<file path="src/rtl/pipe_hazard_ctrl_if.sv">
// Hazard-control bundle between the five-stage pipeline (master) and the stall/flush controller (slave).
// Carries the D/E/M hazard inputs and the hold/bubble/flush decisions back to the pipeline.
interface pipe_hazard_ctrl_if #(
  parameter int PERF_W = 32
);
  logic [4:0]        rs_D;
  logic [4:0]        rt_D;
  logic [1:0]        tuse_rs_D;
  logic [1:0]        tuse_rt_D;
  logic              uses_md_D;
  logic              eret_D;
  logic [4:0]        a3_E;
  logic [1:0]        tnew_E;
  logic [4:0]        a3_M;
  logic [1:0]        tnew_M;
  logic              mtc0_epc_E;
  logic              mtc0_epc_M;
  logic              md_start_E;
  logic              md_is_div_E;
  logic              req;
  logic              hold_F;
  logic              hold_FD;
  logic              bubble_DE;
  logic              req_flush;
  logic              md_busy;
  logic [3:0]        md_count;
  logic [PERF_W-1:0] stall_cycles;

  modport master (
    output rs_D, rt_D, tuse_rs_D, tuse_rt_D, uses_md_D, eret_D,
           a3_E, tnew_E, a3_M, tnew_M, mtc0_epc_E, mtc0_epc_M,
           md_start_E, md_is_div_E, req,
    input  hold_F, hold_FD, bubble_DE, req_flush, md_busy, md_count, stall_cycles
  );

  modport slave (
    input  rs_D, rt_D, tuse_rs_D, tuse_rt_D, uses_md_D, eret_D,
           a3_E, tnew_E, a3_M, tnew_M, mtc0_epc_E, mtc0_epc_M,
           md_start_E, md_is_div_E, req,
    output hold_F, hold_FD, bubble_DE, req_flush, md_busy, md_count, stall_cycles
  );
endinterface

</file>
<file path="src/rtl/pipe_hazard_ctrl.sv">
// Stall/flush controller for the five-stage MIPS pipeline: data, HI/LO and ERET hazards,
// exception redirect priority, the mult/div busy timer and a saturating stall-cycle counter.
module pipe_hazard_ctrl #(
  parameter int MULT_CYC = 5,
  parameter int DIV_CYC  = 10,
  parameter int PERF_W   = 32
) (
  input logic              clk,
  input logic              reset,
  pipe_hazard_ctrl_if.slave bus
);

  localparam logic [3:0] MULT_LD = 4'(MULT_CYC);
  localparam logic [3:0] DIV_LD  = 4'(DIV_CYC);

  logic [3:0]        md_count;
  logic [PERF_W-1:0] stall_cycles;
  logic              stall_rs;
  logic              stall_rt;
  logic              stall_md;
  logic              stall_eret;
  logic              stall;
  logic              md_busy;

  // A source stalls when an older producer of the same register delivers later than D needs it;
  // tuse = 3 can never be below a 2-bit tnew, so "not read" falls out of the compare.
  function automatic logic data_stall(input logic [4:0] src, input logic [1:0] tuse,
                                      input logic [4:0] a3_e, input logic [1:0] tnew_e,
                                      input logic [4:0] a3_m, input logic [1:0] tnew_m);
    return (src != 5'd0) &&
           (((src == a3_e) && (tuse < tnew_e)) || ((src == a3_m) && (tuse < tnew_m)));
  endfunction

  function automatic logic [PERF_W-1:0] sat_inc(input logic [PERF_W-1:0] v);
    return (&v) ? v : v + PERF_W'(1);
  endfunction

  always_comb begin
    stall_rs   = data_stall(bus.rs_D, bus.tuse_rs_D, bus.a3_E, bus.tnew_E, bus.a3_M, bus.tnew_M);
    stall_rt   = data_stall(bus.rt_D, bus.tuse_rt_D, bus.a3_E, bus.tnew_E, bus.a3_M, bus.tnew_M);
    md_busy    = bus.md_start_E || (md_count != 4'd0);
    stall_md   = bus.uses_md_D && md_busy;
    stall_eret = bus.eret_D && (bus.mtc0_epc_E || bus.mtc0_epc_M);
    stall      = stall_rs || stall_rt || stall_md || stall_eret;
  end

  // Redirect wins over every stall: the flushed instructions no longer need to wait.
  assign bus.hold_F       = stall && !bus.req;
  assign bus.hold_FD      = stall && !bus.req;
  assign bus.bubble_DE    = stall && !bus.req;
  assign bus.req_flush    = bus.req;
  assign bus.md_busy      = md_busy;
  assign bus.md_count     = md_count;
  assign bus.stall_cycles = stall_cycles;

  // A start alongside req belongs to a squashed instruction; a running count is committed work.
  always_ff @(posedge clk) begin
    if (reset) begin
      md_count <= 4'd0;
    end else if (bus.md_start_E && !bus.req) begin
      md_count <= bus.md_is_div_E ? DIV_LD : MULT_LD;
    end else if (md_count != 4'd0) begin
      md_count <= md_count - 4'd1;
    end
  end

  always_ff @(posedge clk) begin
    if (reset) begin
      stall_cycles <= '0;
    end else if (stall && !bus.req) begin
      stall_cycles <= sat_inc(stall_cycles);
    end
  end

endmodule

</file>
<file path="src/flat_wrapper.sv">
// flat-port wrapper written by rule: the top's interface ports become plain ports
module pipe_hazard_ctrl_flat 
#(
  parameter int MULT_CYC = 5,
  parameter int DIV_CYC  = 10,
  parameter int PERF_W   = 32
)
  (clk, reset, bus_rs_D, bus_rt_D, bus_tuse_rs_D, bus_tuse_rt_D, bus_uses_md_D, bus_eret_D, bus_a3_E, bus_tnew_E, bus_a3_M, bus_tnew_M, bus_mtc0_epc_E, bus_mtc0_epc_M, bus_md_start_E, bus_md_is_div_E, bus_req, bus_hold_F, bus_hold_FD, bus_bubble_DE, bus_req_flush, bus_md_busy, bus_md_count, bus_stall_cycles);
  pipe_hazard_ctrl_if #(.PERF_W(PERF_W)) bus_i ();
  input logic clk;
  input logic reset;
  input wire logic [$bits(bus_i.rs_D)-1:0] bus_rs_D;
  input wire logic [$bits(bus_i.rt_D)-1:0] bus_rt_D;
  input wire logic [$bits(bus_i.tuse_rs_D)-1:0] bus_tuse_rs_D;
  input wire logic [$bits(bus_i.tuse_rt_D)-1:0] bus_tuse_rt_D;
  input wire logic [$bits(bus_i.uses_md_D)-1:0] bus_uses_md_D;
  input wire logic [$bits(bus_i.eret_D)-1:0] bus_eret_D;
  input wire logic [$bits(bus_i.a3_E)-1:0] bus_a3_E;
  input wire logic [$bits(bus_i.tnew_E)-1:0] bus_tnew_E;
  input wire logic [$bits(bus_i.a3_M)-1:0] bus_a3_M;
  input wire logic [$bits(bus_i.tnew_M)-1:0] bus_tnew_M;
  input wire logic [$bits(bus_i.mtc0_epc_E)-1:0] bus_mtc0_epc_E;
  input wire logic [$bits(bus_i.mtc0_epc_M)-1:0] bus_mtc0_epc_M;
  input wire logic [$bits(bus_i.md_start_E)-1:0] bus_md_start_E;
  input wire logic [$bits(bus_i.md_is_div_E)-1:0] bus_md_is_div_E;
  input wire logic [$bits(bus_i.req)-1:0] bus_req;
  output wire logic [$bits(bus_i.hold_F)-1:0] bus_hold_F;
  output wire logic [$bits(bus_i.hold_FD)-1:0] bus_hold_FD;
  output wire logic [$bits(bus_i.bubble_DE)-1:0] bus_bubble_DE;
  output wire logic [$bits(bus_i.req_flush)-1:0] bus_req_flush;
  output wire logic [$bits(bus_i.md_busy)-1:0] bus_md_busy;
  output wire logic [$bits(bus_i.md_count)-1:0] bus_md_count;
  output wire logic [$bits(bus_i.stall_cycles)-1:0] bus_stall_cycles;
  assign bus_i.rs_D = bus_rs_D;
  assign bus_i.rt_D = bus_rt_D;
  assign bus_i.tuse_rs_D = bus_tuse_rs_D;
  assign bus_i.tuse_rt_D = bus_tuse_rt_D;
  assign bus_i.uses_md_D = bus_uses_md_D;
  assign bus_i.eret_D = bus_eret_D;
  assign bus_i.a3_E = bus_a3_E;
  assign bus_i.tnew_E = bus_tnew_E;
  assign bus_i.a3_M = bus_a3_M;
  assign bus_i.tnew_M = bus_tnew_M;
  assign bus_i.mtc0_epc_E = bus_mtc0_epc_E;
  assign bus_i.mtc0_epc_M = bus_mtc0_epc_M;
  assign bus_i.md_start_E = bus_md_start_E;
  assign bus_i.md_is_div_E = bus_md_is_div_E;
  assign bus_i.req = bus_req;
  assign bus_hold_F = bus_i.hold_F;
  assign bus_hold_FD = bus_i.hold_FD;
  assign bus_bubble_DE = bus_i.bubble_DE;
  assign bus_req_flush = bus_i.req_flush;
  assign bus_md_busy = bus_i.md_busy;
  assign bus_md_count = bus_i.md_count;
  assign bus_stall_cycles = bus_i.stall_cycles;
  pipe_hazard_ctrl #(.MULT_CYC(MULT_CYC), .DIV_CYC(DIV_CYC), .PERF_W(PERF_W)) u_core (.clk(clk), .reset(reset), .bus(bus_i));
endmodule
</file>
<file path="config.mk">
export PLATFORM = sky130hd
export DESIGN_NAME = pipe_hazard_ctrl_flat
export DESIGN_NICKNAME = d
export VERILOG_FILES = /design/src/rtl/pipe_hazard_ctrl_if.sv /design/src/rtl/pipe_hazard_ctrl.sv /design/src/flat_wrapper.sv
export SDC_FILE = /design/constraint.sdc
export NUM_CORES = 1
export LEC_CHECK = 0
export ABC_CLOCK_PERIOD_IN_PS = 2740
export CAP_MARGIN = 20
export CELL_PAD_IN_SITES_DETAIL_PLACEMENT = 0
export CELL_PAD_IN_SITES_GLOBAL_PLACEMENT = 1
export CORE_UTILIZATION = 30
export CTS_CLUSTER_DIAMETER = 100
export DETAILED_ROUTE_END_ITERATION = 16
export PLACE_DENSITY = 0.78
export SLEW_MARGIN = 20
export SYNTH_ARGS = -nofsm -noshare
export SYNTH_HDL_FRONTEND = slang
export SYNTH_SLANG_ARGS = --single-unit
export TNS_END_PERCENT = 10
</file>
<file path="constraint.sdc">
create_clock -name clk -period 2.74 [get_ports clk]
set_input_delay 0.548 -clock clk [delete_from_list [all_inputs] [get_ports clk]]
set_output_delay 0.548 -clock clk [all_outputs]
set_load 0.005 [all_outputs]
</file>
==> results.py, run 1 <==
metrics = {
    "final_layout": {
        "instances_no_fill": 480,
        "syn2layout_area_growth_pct": 54.3,
        "final_cell_mix": "52 x clkdlybuf4s50_1, 36 x dfxtp_1, 28 x a21oi_1",
        "drive_gt1_share_pct": 22.3,
        "antenna_cells": 0,
        "num-fill-cells": 708,
        "final_nets": 424,
        "final_common_cell": "clkdlybuf4s50_1",
    },
    "clocking": {
        "hold_buffers": 0,
        "cts_sinks": 36,
        "cts_tree": "built",
        "cts_max_path_buffers": 2,
        "numCtsBuffers": 5,
        "path_clk_slew_ps": 70,
        "clock_latency_ps": 290,
        "htree_num_levels": 2,
        "cts-root-buf": "clkbuf_8",
    },
    "setup_path": {
        "endpoint_kind": "output port",
        "cp.arrival_ps": 2100,
        "required_ps": 2190,
        "crit_fanout": 4,
        "cp-start-kind": "input pin",
        "path_class": "in2out",
    },
    "sta": {
        "setup_viol": 0,
        "slew_headroom_pct": 73.1,
        "worst_pin_slew_ps": 401,
        "period_minus_slack_ps": 2650,
        "hold_viol_final": 0,
        "clock_skew_ps": 3.80,
        "hold_slack_ps": 507,
        "slew_viol_final": 0,
        "fin_crit_sh_pct": 96.6,
        "fmax_mhz": 378,
    },
    "floorplan": {
        "ioPinCount": 78,
        "dieArea_um2": 8140,
        "placementRows": 31,
        "fp.dieW_um": 90.2,
        "core_um2": 7410,
        "fp.dieH_um": 90.2,
        "initial_core_util_pct": 31.5,
    },
    "synth": {
        "syn_avg_cell_area_um2": 8.11,
        "synth-seq-cells": 36,
        "synth_top_area_cell": "dfxtp_1",
        "syn-num-nets": 332,
        "synthDistinctLibCells": 42,
        "synth.area.top_cells": "dfxtp_1 31%, a21oi_1 6.0%, nand4_1 4.8%, xor2_1 4.5%, o31ai_1 4.2%",
        "ys_seq_area_share_pct": 30.9,
        "ys_warn_count": 0,
        "synth_area_um2": 2340,
        "netlist_instances": 288,
        "synth_top_area_share_pct": 30.9,
    },
    "min_path": {
        "min_path_type": "reg2reg",
    },
    "run_status": {
        "status": "finished clean",
    },
    "grt": {
        "grt_max_degree": 53,
        "grt_pass1_vias": 2512,
        "grt_pass1_wl_um": 11500,
        "grt_overflow_total": 0,
        "antenna_found_initial": 0,
        "globalRouteTotalUtil_pct": 16.9,
    },
    "placement": {
        "place.port_buffers": 77,
        "hpwl_um": 4730,
        "gp_congestion": 0.813,
        "dp_cells": 470,
    },
    "route": {
        "antenna_left": 0,
        "drc_errors": 0,
        "drt_iter0_markers": 124,
        "wirelength_um": 6790,
        "wire_per_inst_um": 14.2,
        "viasPerCell": 5.28,
        "dr.pass1.iters": 4,
        "vias": 2534,
    },
    "power_and_ir_drop": {
        "powerDensity_nw_per_um2": 452,
        "peakVddDrop_uv": 245,
        "finalPower_mw": 1.63,
        "leakage_nw": 1.25,
    },
    "run": {
        "drv_cap": 0,
    },
}
-- worst paths after layout --
kind         depth (start not counted)                                        to  slack (ps)                                     start
max reg2reg                          8   u_core.bus.stall_cycles[5]$_SDFFE_PP0P_         330   u_core.bus.stall_cycles[0]$_SDFFE_PP0P_
min                                  2  u_core.bus.stall_cycles[12]$_SDFFE_PP0P_         510  u_core.bus.stall_cycles[12]$_SDFFE_PP0P_
max                                 10                                bus_hold_F          90                             bus_tnew_E[1]
min reg2reg                          2  u_core.bus.stall_cycles[12]$_SDFFE_PP0P_         510  u_core.bus.stall_cycles[12]$_SDFFE_PP0P_
-- through the flow --
step / setup WS, ps / util, % / TNS, ps / cell area [um^2]
5_1_grt: -9.22 / 48.6 / -25.3 / 3600
3_5_place_dp: -760 / 45.1 / -19080 / 3340
6_report: 93.6 / 48.6 / 0 / 3600
4_1_cts: 1.10 / 48.2 / 0 / 3570
2_1_floorplan: 119 / - / 0 / 2340
3_3_place_gp: -698 / 45.1 / -16800 / 3340
-- power by group --
part / switching (mW) / internal [mW] / total (mW) / leakage, nW
registers: 0.0353 / 0.554 / 0.590 / 0.291
logic: 0.238 / 0.283 / 0.521 / 0.899
clock network: 0.195 / 0.321 / 0.517 / 0.0645
-- routing by layer --
| metal | track usage [%] | part of all wire, % | vias to the layer above |
|---|---|---|---|
| met1 | 21.6 | 46 | 1188 |
| met2 | 28.8 | 47 | 86 |
| met5 | 0 | 0 | - |
| met4 | 4.03 | 1.2 | 0 |
| met3 | 3.38 | 5.5 | 8 |
| li1 | - | - | 1252 |
-- registers in the layout, indices dropped and copies added (netlist names) --
name,cells
u_core.bus.stall_cycles,32
u_core.bus.md_count,4
-- cell usage after synthesis (all sizes together) --
cell and instances:
a221oi 2, and2 2, xnor2 11, xor2 12
o31a 1, nor2 19, o41ai 2, nand3 12
o311ai 1, or4b 1, nor3b 2, dfxtp 36
and4 4, and3 6, nand3b 1, or2 1
o21ba 1, nor4 4, nor4b 1, nand2b 4
nor3 9, a2111oi 2, a211oi 1, nand2 13
clkbuf 10, inv 9, nor2b 8, nand4 18
or3 6, or4 13, o21ai 12, o31ai 13
mux2 7, buf 9, a21oi 28, ha 7
-- worst max-delay path: stages --
cell and delay (ps):
clkbuf_2 90, inv_2 40, buf_4 130, ha_4 210, a2111oi_4 270, nand4_1 150
a221oi_2 350, nor3_4 100, inv_2 120, buf_6 100
-- final cells by class --
class / count / area [um^2] / area share [%]
Sequential cell: 36 / 721 / 20.0
Clock buffer: 7 / 96.3 / 2.67
Tap cell: 99 / 124 / 3.44
Multi-Input combinational cell: 224 / 1670 / 46.2
Timing Repair Buffer: 104 / 932 / 25.9
Clock inverter: 1 / 30.0 / 0.833
Inverter: 9 / 33.8 / 0.937
-- kinds of logic (layout without fill, tap and decap cells) --
group                    Yosys count  count (layout)  synth area share [%]
XOR/XNOR                          23              23                  8.62
buffers and inverters             28             121                  5.95
adder cells (fa/ha/maj)            7               7                  3.75
AND/OR/NAND/NOR                  124             124                  30.6
multiplexers                       7               7                  3.37
flip-flops                        36              36                  30.9
AO/OA/AOI/OAI                     63              63                  16.8
-- repair_timing --
action	in CTS	in global routing
setup endpoints to repair	33	25
setup buffers	2	1
pin swaps	13	14
gates resized for setup	61	37
No activity file was read; power rests on OpenSTA's default activity.
==> run 2: changes to the inputs <==
--- a/config.mk
+++ b/config.mk
@@ -9,10 +9,11 @@
 export CAP_MARGIN = 20
 export CELL_PAD_IN_SITES_DETAIL_PLACEMENT = 0
 export CELL_PAD_IN_SITES_GLOBAL_PLACEMENT = 1
-export CORE_UTILIZATION = 30
+export CORE_UTILIZATION = 31
+export CTS_BUF_LIST = sky130_fd_sc_hd__clkbuf_2
 export CTS_CLUSTER_DIAMETER = 100
 export DETAILED_ROUTE_END_ITERATION = 16
-export PLACE_DENSITY = 0.78
+export PLACE_DENSITY = 0.8
 export SLEW_MARGIN = 20
 export SYNTH_ARGS = -nofsm -noshare
 export SYNTH_HDL_FRONTEND = slang
==> run 2 against run 1 <==
Effect of this change:
- final cell count rose by 1.0%
- routed wire length increased by 0.72%
- sequential cell count did not move
- largest power group unchanged
==> results.py, run 2 (synthesis results as in run 1) <==
metrics = {
    "power_and_ir_drop": {
        "clock_power_share_pct": 16.9,
        "leakage_nw": 1.24,
        "peakVddDrop_uv": 200,
        "p_comb_share_pct": 39.5,
        "powerDensity_nw_per_um2": 393,
        "seq_power_share_pct": 43.6,
        "p_int_mw": 0.914,
        "power.switching_mw": 0.466,
        "power_switching_share_pct": 33.8,
        "finalPower_mw": 1.38,
    },
    "final_layout": {
        "largest_registers": "u_core.bus.stall_cycles (32), u_core.bus.md_count (4)",
        "largest_register": "u_core.bus.stall_cycles",
        "stdcell_area_um2": 3510,
        "final_util_pct": 48.5,
        "instances_no_fill": 485,
        "final_nets": 429,
        "num-fill-cells": 719,
        "final_common_cell": "clkdlybuf4s50_1",
        "largest_register_ffs": 32,
        "syn2layout_area_growth_pct": 50.5,
        "drive_gt1_share_pct": 21.5,
        "antenna_cells": 0,
        "final_cell_mix": "52 x clkdlybuf4s50_1, 35 x dfxtp_1, 32 x buf_4",
    },
    "setup_path": {
        "path_class": "in2out",
        "cp.arrival_ps": 2120,
        "slowest_stage": "a2111oi_4",
        "crit_fanout": 3,
        "r2r_start": "u_core.bus.md_count[1]$_SDFFE_PP0P_",
        "endpoint_kind": "output port",
        "cp-start-kind": "input pin",
        "path_cells": "buf_4 -> ha_4 -> a2111oi_4 -> nand4_1 -> a221oi_2 -> nor3_4 -> inv_2 -> buf_6 -> buf_6",
        "required_ps": 2190,
        "max_stage_delay_ps": 360,
        "startpoint": "bus_tuse_rt_D[1]",
        "cpMostUsedCell": "buf_6",
    },
    "floorplan": {
        "placementRows": 31,
        "dieArea_um2": 7890,
        "ioPinCount": 78,
        "fp.dieW_um": 88.8,
        "initial_core_util_pct": 32.2,
        "core_um2": 7250,
        "fp.dieH_um": 88.8,
    },
    "sta": {
        "clock_skew_ps": 13.9,
        "period_minus_slack_ps": 2670,
        "rsz0062_at_grt": "true",
        "setup_viol": 0,
        "slew_headroom_pct": 69.9,
        "worst_pin_slew_ps": 452,
        "slew_viol_final": 0,
        "hold_slack_ps": 514,
        "hold_viol_final": 0,
        "fin_crit_sh_pct": 97.3,
        "fmax_mhz": 375,
    },
    "min_path": {
        "worstHoldStart": "u_core.bus.stall_cycles[26]$_SDFFE_PP0P_",
        "min_path_type": "reg2reg",
    },
    "grt": {
        "antenna_found_initial": 0,
        "grt_max_degree": 53,
        "grt_pass1_vias": 2335,
        "globalRouteTotalUtil_pct": 17.6,
        "grt_overflow_total": 0,
        "grt_pass1_wl_um": 11000,
    },
    "run_status": {
        "status": "finished clean",
    },
    "clocking": {
        "numCtsBuffers": 5,
        "cts-root-buf": "clkbuf_2",
        "clock_latency_ps": 370,
        "htree_num_levels": 2,
        "path_clk_slew_ps": 180,
        "cts_sinks": 36,
        "cts_max_path_buffers": 2,
        "cts_tree": "built",
    },
    "route": {
        "vias": 2544,
        "dr.pass1.iters": 4,
        "drt_iter0_markers": 86,
        "wire_per_inst_um": 14.1,
        "drc_errors": 0,
        "wirelength_um": 6840,
        "antenna_left": 0,
        "viasPerCell": 5.25,
    },
    "placement": {
        "dp_cells": 473,
        "place.port_buffers": 77,
        "hpwl_um": 4850,
        "gp_congestion": 0.855,
        "placement.cell_area_um2": 3340,
    },
    "run": {
        "drv_cap": 0,
    },
}
[run 2: area by class of cell]
class | count | area, um^2 | share of cell area (%)
Clock buffer | 5 | 25.0 | 0.712
Clock inverter | 3 | 13.8 | 0.392
Inverter | 9 | 36.3 | 1.03
Multi-Input combinational cell | 224 | 1620 | 46.2
Sequential cell | 36 | 722 | 20.5
Tap cell | 99 | 124 | 3.52
Timing Repair Buffer | 109 | 970 | 27.6
[run 2: worst paths after layout]
check	end	slack, ps	cells after the start
worst max-delay path	bus_hold_FD	70	9
worst min-delay path	u_core.bus.stall_cycles[26]$_SDFFE_PP0P_	510	2
worst max register to register	u_core.bus.stall_cycles[5]$_SDFFE_PP0P_	240	10
worst min register to register	u_core.bus.stall_cycles[26]$_SDFFE_PP0P_	510	2
[run 2: power by group through the flow]
stage	Combinational (mW)	Sequential (mW)	Clock [mW]
2_1_floorplan	0.257	0.600	0
3_3_place_gp	0.470	0.607	0
3_5_place_dp	0.477	0.606	0
4_1_cts	0.521	0.599	0.247
5_1_grt	0.604	0.607	0.270
6_report	0.545	0.602	0.233
[run 2: stage by stage]
stage	setup slack (ps)	TNS [ps]
final	72.8	0
after detailed placement	-964	-24280
after global routing	-35.9	-70.7
after floorplan	119	0
after CTS	7.60	0
after global placement	-901	-21490
[run 2: repair_timing]
item | in CTS | in global routing
hold endpoints to repair | 0 | 0
hold buffers | 0 | 0
pin swaps | 13 | 15
setup endpoints to repair | 34 | 6
setup buffers | 2 | 2
gates resized for setup | 65 | 25
[run 2: metal layers]
| metal | global-route usage, % | routed length (um) |
|---|---|---|
| met5 | 0 | 0 |
| met4 | 4.99 | 75 |
| met3 | 2.99 | 440 |
| met2 | 29.4 | 3110 |
| met1 | 23.3 | 3210 |
[run 2: worst max-delay path: cells and delay by family]
family,cells,cell delay [ps]
AO/OA/AOI/OAI,2,690
buffers and inverters,4,390
adder cells (fa/ha/maj),1,210
AND/OR/NAND/NOR,2,260
==> run 3: changes to the inputs <==
--- a/config.mk
+++ b/config.mk
@@ -14,7 +14,6 @@
 export CTS_CLUSTER_DIAMETER = 100
 export DETAILED_ROUTE_END_ITERATION = 16
 export PLACE_DENSITY = 0.8
-export SLEW_MARGIN = 20
 export SYNTH_ARGS = -nofsm -noshare
 export SYNTH_HDL_FRONTEND = slang
 export SYNTH_SLANG_ARGS = --single-unit
==> results of run 3 <==
Same layout as run 2: the final DEF is identical, and so are final timing and power.
